[src/rtl/rand_arbiter_pkg.sv]
// rand_arbiter_pkg: shared types, constants and the LFSR tap table for the
// random-number arbiter. The optional fixed-priority mode is selected with
// the RAND_PRIO_EN macro in rand_arbiter.sv.
package rand_arbiter_pkg;

    // Width of the warm-up counter (WARMUP is limited to 0..255)
    localparam int WCNT_W = 8;

    // Arbiter FSM states
    typedef enum logic [0:0] {
        WARM = 1'b0,
        RUN  = 1'b1
    } state_e;

    // Maximal-length XNOR feedback taps per register width; bit n-1 set for tap n
    function automatic logic [31:0] lfsr_taps(input int unsigned dsize);
        logic [31:0] mask;
        case (dsize)
            32'd3:   mask = 32'h0000_0006;
            32'd4:   mask = 32'h0000_000C;
            32'd5:   mask = 32'h0000_0014;
            32'd6:   mask = 32'h0000_0030;
            32'd7:   mask = 32'h0000_0060;
            32'd8:   mask = 32'h0000_00B8;
            32'd9:   mask = 32'h0000_0110;
            32'd10:  mask = 32'h0000_0240;
            32'd11:  mask = 32'h0000_0500;
            32'd12:  mask = 32'h0000_0829;
            32'd13:  mask = 32'h0000_100D;
            32'd14:  mask = 32'h0000_2015;
            32'd15:  mask = 32'h0000_6000;
            32'd16:  mask = 32'h0000_D008;
            32'd17:  mask = 32'h0001_2000;
            32'd18:  mask = 32'h0002_0400;
            32'd19:  mask = 32'h0004_0023;
            32'd20:  mask = 32'h0009_0000;
            32'd21:  mask = 32'h0014_0000;
            32'd22:  mask = 32'h0030_0000;
            32'd23:  mask = 32'h0042_0000;
            32'd24:  mask = 32'h00E1_0000;
            32'd25:  mask = 32'h0120_0000;
            32'd26:  mask = 32'h0200_0023;
            32'd27:  mask = 32'h0400_0013;
            32'd28:  mask = 32'h0900_0000;
            32'd29:  mask = 32'h1400_0000;
            32'd30:  mask = 32'h2000_0029;
            32'd31:  mask = 32'h4800_0000;
            32'd32:  mask = 32'h8020_0003;
            default: mask = 32'h0000_0000;
        endcase
        return mask;
    endfunction

endpackage

[src/rtl/rand_arbiter_lfsr.sv]
// rand_arbiter_lfsr: DSIZE-bit XNOR Fibonacci LFSR. Shifts left with the
// XNOR of the tap bits entering at the LSB; steps only when en_i is high.
module rand_arbiter_lfsr
    import rand_arbiter_pkg::*;
#(
    parameter int          DSIZE = 16,
    parameter logic [31:0] SEED  = 32'd896
) (
    input  logic             clk_i,
    input  logic             reset_n_i,
    input  logic             en_i,
    output logic [DSIZE-1:0] lfsr_o
);

    localparam logic [31:0]      TAPS_FULL = lfsr_taps(DSIZE);
    localparam logic [DSIZE-1:0] TAPS      = TAPS_FULL[DSIZE-1:0];
    localparam logic [DSIZE-1:0] SEED_W    = SEED[DSIZE-1:0];

    logic [DSIZE-1:0] lfsr_q;
    logic             fb_s;

    assign fb_s   = ~(^(lfsr_q & TAPS));
    assign lfsr_o = lfsr_q;

    // Shift register: advance one step per enabled cycle
    always_ff @(posedge clk_i or negedge reset_n_i) begin
        if (!reset_n_i) begin
            lfsr_q <= SEED_W;
        end else if (en_i) begin
            lfsr_q <= {lfsr_q[DSIZE-2:0], fb_s};
        end else begin
            lfsr_q <= lfsr_q;
        end
    end

endmodule

[src/rtl/rand_arbiter.sv]
// rand_arbiter: hands distinct LFSR words to NREQ requesters, one per cycle,
// after a WARMUP-step warm-up. Default arbitration is round-robin; defining
// RAND_PRIO_EN selects lowest-index-first fixed priority (no pointer).
module rand_arbiter
    import rand_arbiter_pkg::*;
#(
    parameter int          NREQ   = 4,
    parameter int          DSIZE  = 16,
    parameter logic [31:0] SEED   = 32'd896,
    parameter int          WARMUP = 32
) (
    input  logic             clk_i,
    input  logic             reset_n_i,
    input  logic [NREQ-1:0]  req_i,
    output logic             ready_o,
    output logic [NREQ-1:0]  gnt_o,
    output logic             rand_vld_o,
    output logic [DSIZE-1:0] rand_dat_o
);

    localparam int                PTR_W     = $clog2(NREQ);
    localparam state_e            RST_STATE = (WARMUP == 0) ? RUN : WARM;
    localparam logic [WCNT_W-1:0] WARM_LAST = (WARMUP == 0) ? {WCNT_W{1'b0}}
                                                            : WCNT_W'(WARMUP - 1);

    state_e             state_q, state_d;
    logic [WCNT_W-1:0]  cnt_q, cnt_d;
    logic [NREQ-1:0]    gnt_q, gnt_d;
    logic               vld_q;
    logic [DSIZE-1:0]   dat_q;
    logic               ready_q;
    logic               warm_s;
    logic               win_s;
    logic [PTR_W-1:0]   win_idx_s;
    logic [NREQ-1:0]    elig_s;
    logic [NREQ-1:0]    rot_s;
    logic [DSIZE-1:0]   lfsr_s;
    int                 first_s;

`ifndef RAND_PRIO_EN
    logic [PTR_W-1:0]   ptr_q;
    logic [PTR_W-1:0]   ptr_nxt_s;
    int                 sum_s;
`endif

    // State register plus warm-up counter
    always_ff @(posedge clk_i or negedge reset_n_i) begin
        if (!reset_n_i) begin
            state_q <= RST_STATE;
            cnt_q   <= {WCNT_W{1'b0}};
        end else begin
            state_q <= state_d;
            cnt_q   <= cnt_d;
        end
    end

    // Next state: leave warm-up after the last discarded advance
    always_comb begin
        state_d = state_q;
        case (state_q)
            WARM: begin
                if (cnt_q == WARM_LAST) begin
                    state_d = RUN;
                end else begin
                    state_d = WARM;
                end
            end
            RUN:     state_d = RUN;
            default: state_d = RST_STATE;
        endcase
    end

    // FSM outputs: forced LFSR advance and counter increment during warm-up
    always_comb begin
        warm_s = 1'b0;
        cnt_d  = cnt_q;
        case (state_q)
            WARM: begin
                warm_s = 1'b1;
                cnt_d  = cnt_q + 8'd1;
            end
            RUN: begin
                warm_s = 1'b0;
                cnt_d  = cnt_q;
            end
            default: begin
                warm_s = 1'b0;
                cnt_d  = cnt_q;
            end
        endcase
    end

    // Last cycle's winner is masked so nobody wins twice in a row
    assign elig_s = (state_q == RUN) ? (req_i & ~gnt_q) : {NREQ{1'b0}};

`ifdef RAND_PRIO_EN
    assign rot_s = elig_s;
`else
    // Rotate so that bit 0 of rot_s is the requester the pointer names
    assign rot_s = NREQ'({elig_s, elig_s} >> ptr_q);
`endif

    // Lowest set bit of the rotated vector, mapped back to a requester index
    always_comb begin
        win_s     = 1'b0;
        first_s   = 0;
        win_idx_s = {PTR_W{1'b0}};
        for (int i = NREQ - 1; i >= 0; i--) begin
            if (rot_s[i]) begin
                win_s   = 1'b1;
                first_s = i;
            end else begin
                win_s   = win_s;
            end
        end
`ifdef RAND_PRIO_EN
        win_idx_s = PTR_W'(first_s);
`else
        sum_s = first_s + int'(ptr_q);
        if (sum_s >= NREQ) begin
            sum_s = sum_s - NREQ;
        end else begin
            sum_s = sum_s;
        end
        win_idx_s = PTR_W'(sum_s);
`endif
    end

    assign gnt_d = win_s ? ({{(NREQ-1){1'b0}}, 1'b1} << win_idx_s) : {NREQ{1'b0}};

`ifndef RAND_PRIO_EN
    assign ptr_nxt_s = (win_idx_s == PTR_W'(NREQ - 1)) ? {PTR_W{1'b0}}
                                                       : win_idx_s + PTR_W'(1'b1);
`endif

    // Issue registers: grant, value and pointer update on a win
    always_ff @(posedge clk_i or negedge reset_n_i) begin
        if (!reset_n_i) begin
            gnt_q   <= {NREQ{1'b0}};
            vld_q   <= 1'b0;
            dat_q   <= {DSIZE{1'b0}};
            ready_q <= 1'b0;
`ifndef RAND_PRIO_EN
            ptr_q   <= {PTR_W{1'b0}};
`endif
        end else begin
            ready_q <= (state_d == RUN);
            if (win_s) begin
                gnt_q <= gnt_d;
                vld_q <= 1'b1;
                dat_q <= lfsr_s;
`ifndef RAND_PRIO_EN
                ptr_q <= ptr_nxt_s;
`endif
            end else begin
                gnt_q <= {NREQ{1'b0}};
                vld_q <= 1'b0;
                dat_q <= dat_q;
            end
        end
    end

    rand_arbiter_lfsr #(
        .DSIZE (DSIZE),
        .SEED  (SEED)
    ) u_lfsr (
        .clk_i     (clk_i),
        .reset_n_i (reset_n_i),
        .en_i      (warm_s | win_s),
        .lfsr_o    (lfsr_s)
    );

    assign ready_o    = ready_q;
    assign gnt_o      = gnt_q;
    assign rand_vld_o = vld_q;
    assign rand_dat_o = dat_q;

endmodule

[config.mk]
export PLATFORM = sky130hd
export DESIGN_NAME = rand_arbiter
export DESIGN_NICKNAME = d
export VERILOG_FILES = /design/src/rtl/rand_arbiter_pkg.sv /design/src/rtl/rand_arbiter_lfsr.sv /design/src/rtl/rand_arbiter.sv
export SDC_FILE = /design/constraint.sdc
export NUM_CORES = 1
export LEC_CHECK = 0
export CAP_MARGIN = 20
export CORE_MARGIN = 1
export CORE_UTILIZATION = 55
export CTS_BUF_LIST = sky130_fd_sc_hd__clkbuf_8
export DETAILED_ROUTE_END_ITERATION = 6
export GPL_TIMING_DRIVEN = 0
export PLACE_DENSITY = 0.77
export SKIP_CTS_REPAIR_TIMING = 1
export SYNTH_ARGS = -nofsm -noshare
export SYNTH_HDL_FRONTEND = slang
export SYNTH_SLANG_ARGS = --single-unit
[constraint.sdc]
create_clock -name clk_i -period 7.4 [get_ports clk_i]
set_input_delay 0.74 -clock clk_i [delete_from_list [all_inputs] [get_ports clk_i]]
set_output_delay 0.74 -clock clk_i [all_outputs]
set_load 0.02 [all_outputs]
==> run metrics <==
status=complete, no violations; root buf cell=clkbuf_8; Syn Std Cell Area=2230 sq um; HP Class=input port to asynchronous set/reset pin; worst reg-to-reg path cell count=9; endpoints failing setup=0; Setup WS post-layout=4.27 ns; Ys Warns=0; worst setup path class=input port to flip-flop; layout cells sized above 1=28.0%; final wirelength=4.05 mm; crit start category=input port; DRC Markers=0; cell repeated most along the worst path=a21oi_1; syn avg cell area=13.6 sq um; 1st-iter DRT viols=103; synth unique cells=43; gpl congestion=0.823; die area=4310 sq um; total number of vias=1427; vias in the first global route=1432; Worst-path clk slew=0.09 ns; htree depth=2; initial antenna violation count=0; Die Y=65.6 um; final instance area=2660 sq um; clk buf depth=2; final worst-path cycle share=42.3%; Arr. time, crit path=3.30 ns; Tot Pwr=1.15 mW; skew final=0.00505 ns; nets@finish=208; largest net degree at the start of global routing=41; Critical R2R Launch=ptr_q[0]; Clock Latency Late Sink=0.29 ns; row count=22; Max Slew Vio Count=0; Hold Violations, Final=0; #FFs+latches synth=48; Synth area leader=dfrtp_1; sequential-to-total area share from yosys stat=54.1%; min cycle time layout=3.13 ns; first-pass GRT wire length=6.75 mm; Pleak=1.15 nW; FF-to-FF End=ptr_q[0]; CP Cell Sequence=clkdlybuf4s50_1, nor3b_1, a21oi_1, o22ai_1, a21oi_1, ha_1, nand3_1, a2111oi_0, o41ai_1; worst vdd ir=0.284 mV; max cap viols=0; Required @ worst endpoint=7.57 ns; Synth Flop Type=dfrtp_1; Worst-Margin Slew=0.749 ns; Finished Layout Cells=248; ys async rst share=100%; Die X=65.6 um; remaining antenna violation count=0; Area after DPL=2570 sq um; CTS tree=built; reg2reg setup slack=4.65 ns; Fin Setup TNS=0 ns; worst stage delay on the critical path=0.53 ns; Hold WS=0.296 ns; P&R area growth vs syn=19.3%; Num CTS Buffers=5; Slew Limit Headroom=49.9%; Core Area=3770 sq um; critical path fanouts, max=7; Num Clock Sinks=48; final core occ=70.5%; number of enable flip-flop cells after synthesis=0; cell count after synthesis=164; Ports=28; gr usage total=21.2%; Vias/cell=5.75; Syn Nets=173; share of the synthesized area in the top cell type=50.6%; Fillers=263; # diodes=0; CP max-delay cell=nor3b_1; routed len/inst=16.3 um; Pwr Density=432 nW/um^2; Initial Utilization=59.1%; Place WS=3.94 ns; total grt overflow=0; Crit. End Element=flip-flop; DP Cell Count=240; Area contributors post-synth=dfrtp_1, mux2_2, mux2_4; FMAX=320 MHz; Initial DRT Pass Iterations=4; PortBufs=27; RSZ-0062 raised after global routing=no; hpwl dp=2.94 mm
## metal layers
layer  vias to the layer above  GRT usage, %  share of wire (%)  wire, um
li1                        666             -                  -         -
met1                       715          25.9                 43      1740
met2                        42          36.9                 52      2090
met3                         4          5.21                4.4       179
met4                         0          5.71               0.89        36
met5                         -             0                  0         0
## worst max-delay path, delay by kind of cell
kind | cells | cell delay [ns]
AOI/OAI and AO/OA | 5 | 0.99
adders and majority gates | 1 | 0.44
buffers and inverters | 1 | 0.49
and+or+nand+nor | 2 | 0.64
## placed cells by master, fill, tap and decap left out, types with 3 or more instances in the layout
master,n
nor2b_1,4
mux2_4,8
mux2_2,25
a21oi_1,3
inv_1,7
nor3_1,3
buf_2,4
nand4_1,3
dfstp_2,3
ha_1,3
clkbuf_8,5
clkdlybuf4s50_1,26
xnor2_1,11
dfrtp_1,45
nand2_1,8
## final cells by class
class	instances	area [sq um]	share of cell area [%]
Sequential cell	48	1200	45.3
Multi-Input combinational cell	105	962	36.2
Timing Repair Buffer	28	285	10.7
Clock buffer	5	68.8	2.59
Tap cell	48	60.1	2.26
Buffer	6	41.3	1.55
Inverter	5	18.8	0.706
Clock inverter	3	16.3	0.612
## cell usage after synthesis, types with 2 or more instances
cell type   n
a21oi_1     3
inv_1       5
ha_1        3
o311ai_0    2
nand2_1     8
xnor2_1    11
nor2b_1     4
o21ai_0     2
nand3_1     2
nand2b_1    2
and3_1      2
dfrtp_1    45
nor3_1      3
mux2_2     25
mux2_4      8
o32ai_1     2
dfstp_2     3
a2111oi_0   2
o22ai_1     2
nor2b_4     2
buf_2       3
nand4_1     3
buf_6       2
## how the worst max path moves through the flow
stage,from,endpoint,slack [ns]
after floorplan,req_i[0],ptr_q[0],4.78
after global placement,req_i[2],ptr_q[0],3.94
after detailed placement,req_i[2],ptr_q[0],3.94
after CTS,req_i[2],ptr_q[0],4.26
after global routing,req_i[2],ptr_q[0],4.06
final,req_i[2],ptr_q[0],4.27
## cell families after synthesis
kind of cell	Yosys count	share of synthesized area (%)
buf+inv	11	2.70
mux	34	18.5
fa+ha+maj	3	1.69
xor+xnor	11	4.33
compound gates	22	8.88
simple gates	35	9.83
flops	48	54.1
## registers in the layout, summed over array words and instances, names as in the netlist
name	count
rand_dat_o	16
u_lfsr.lfsr_o	16
cnt_q	8
gnt_o	4
ptr_q	2
rand_vld_o	1
ready_o	1
## power breakdown
group	total (mW)	leakage [nW]	internal, mW	switching [mW]
sequential	0.451	0.576	0.375	0.0752
clock	0.149	0.0507	0.0649	0.0839
combinational	0.549	0.525	0.297	0.253
total	1.15	1.15	0.737	0.412
(Power assumes the default switching activity.)
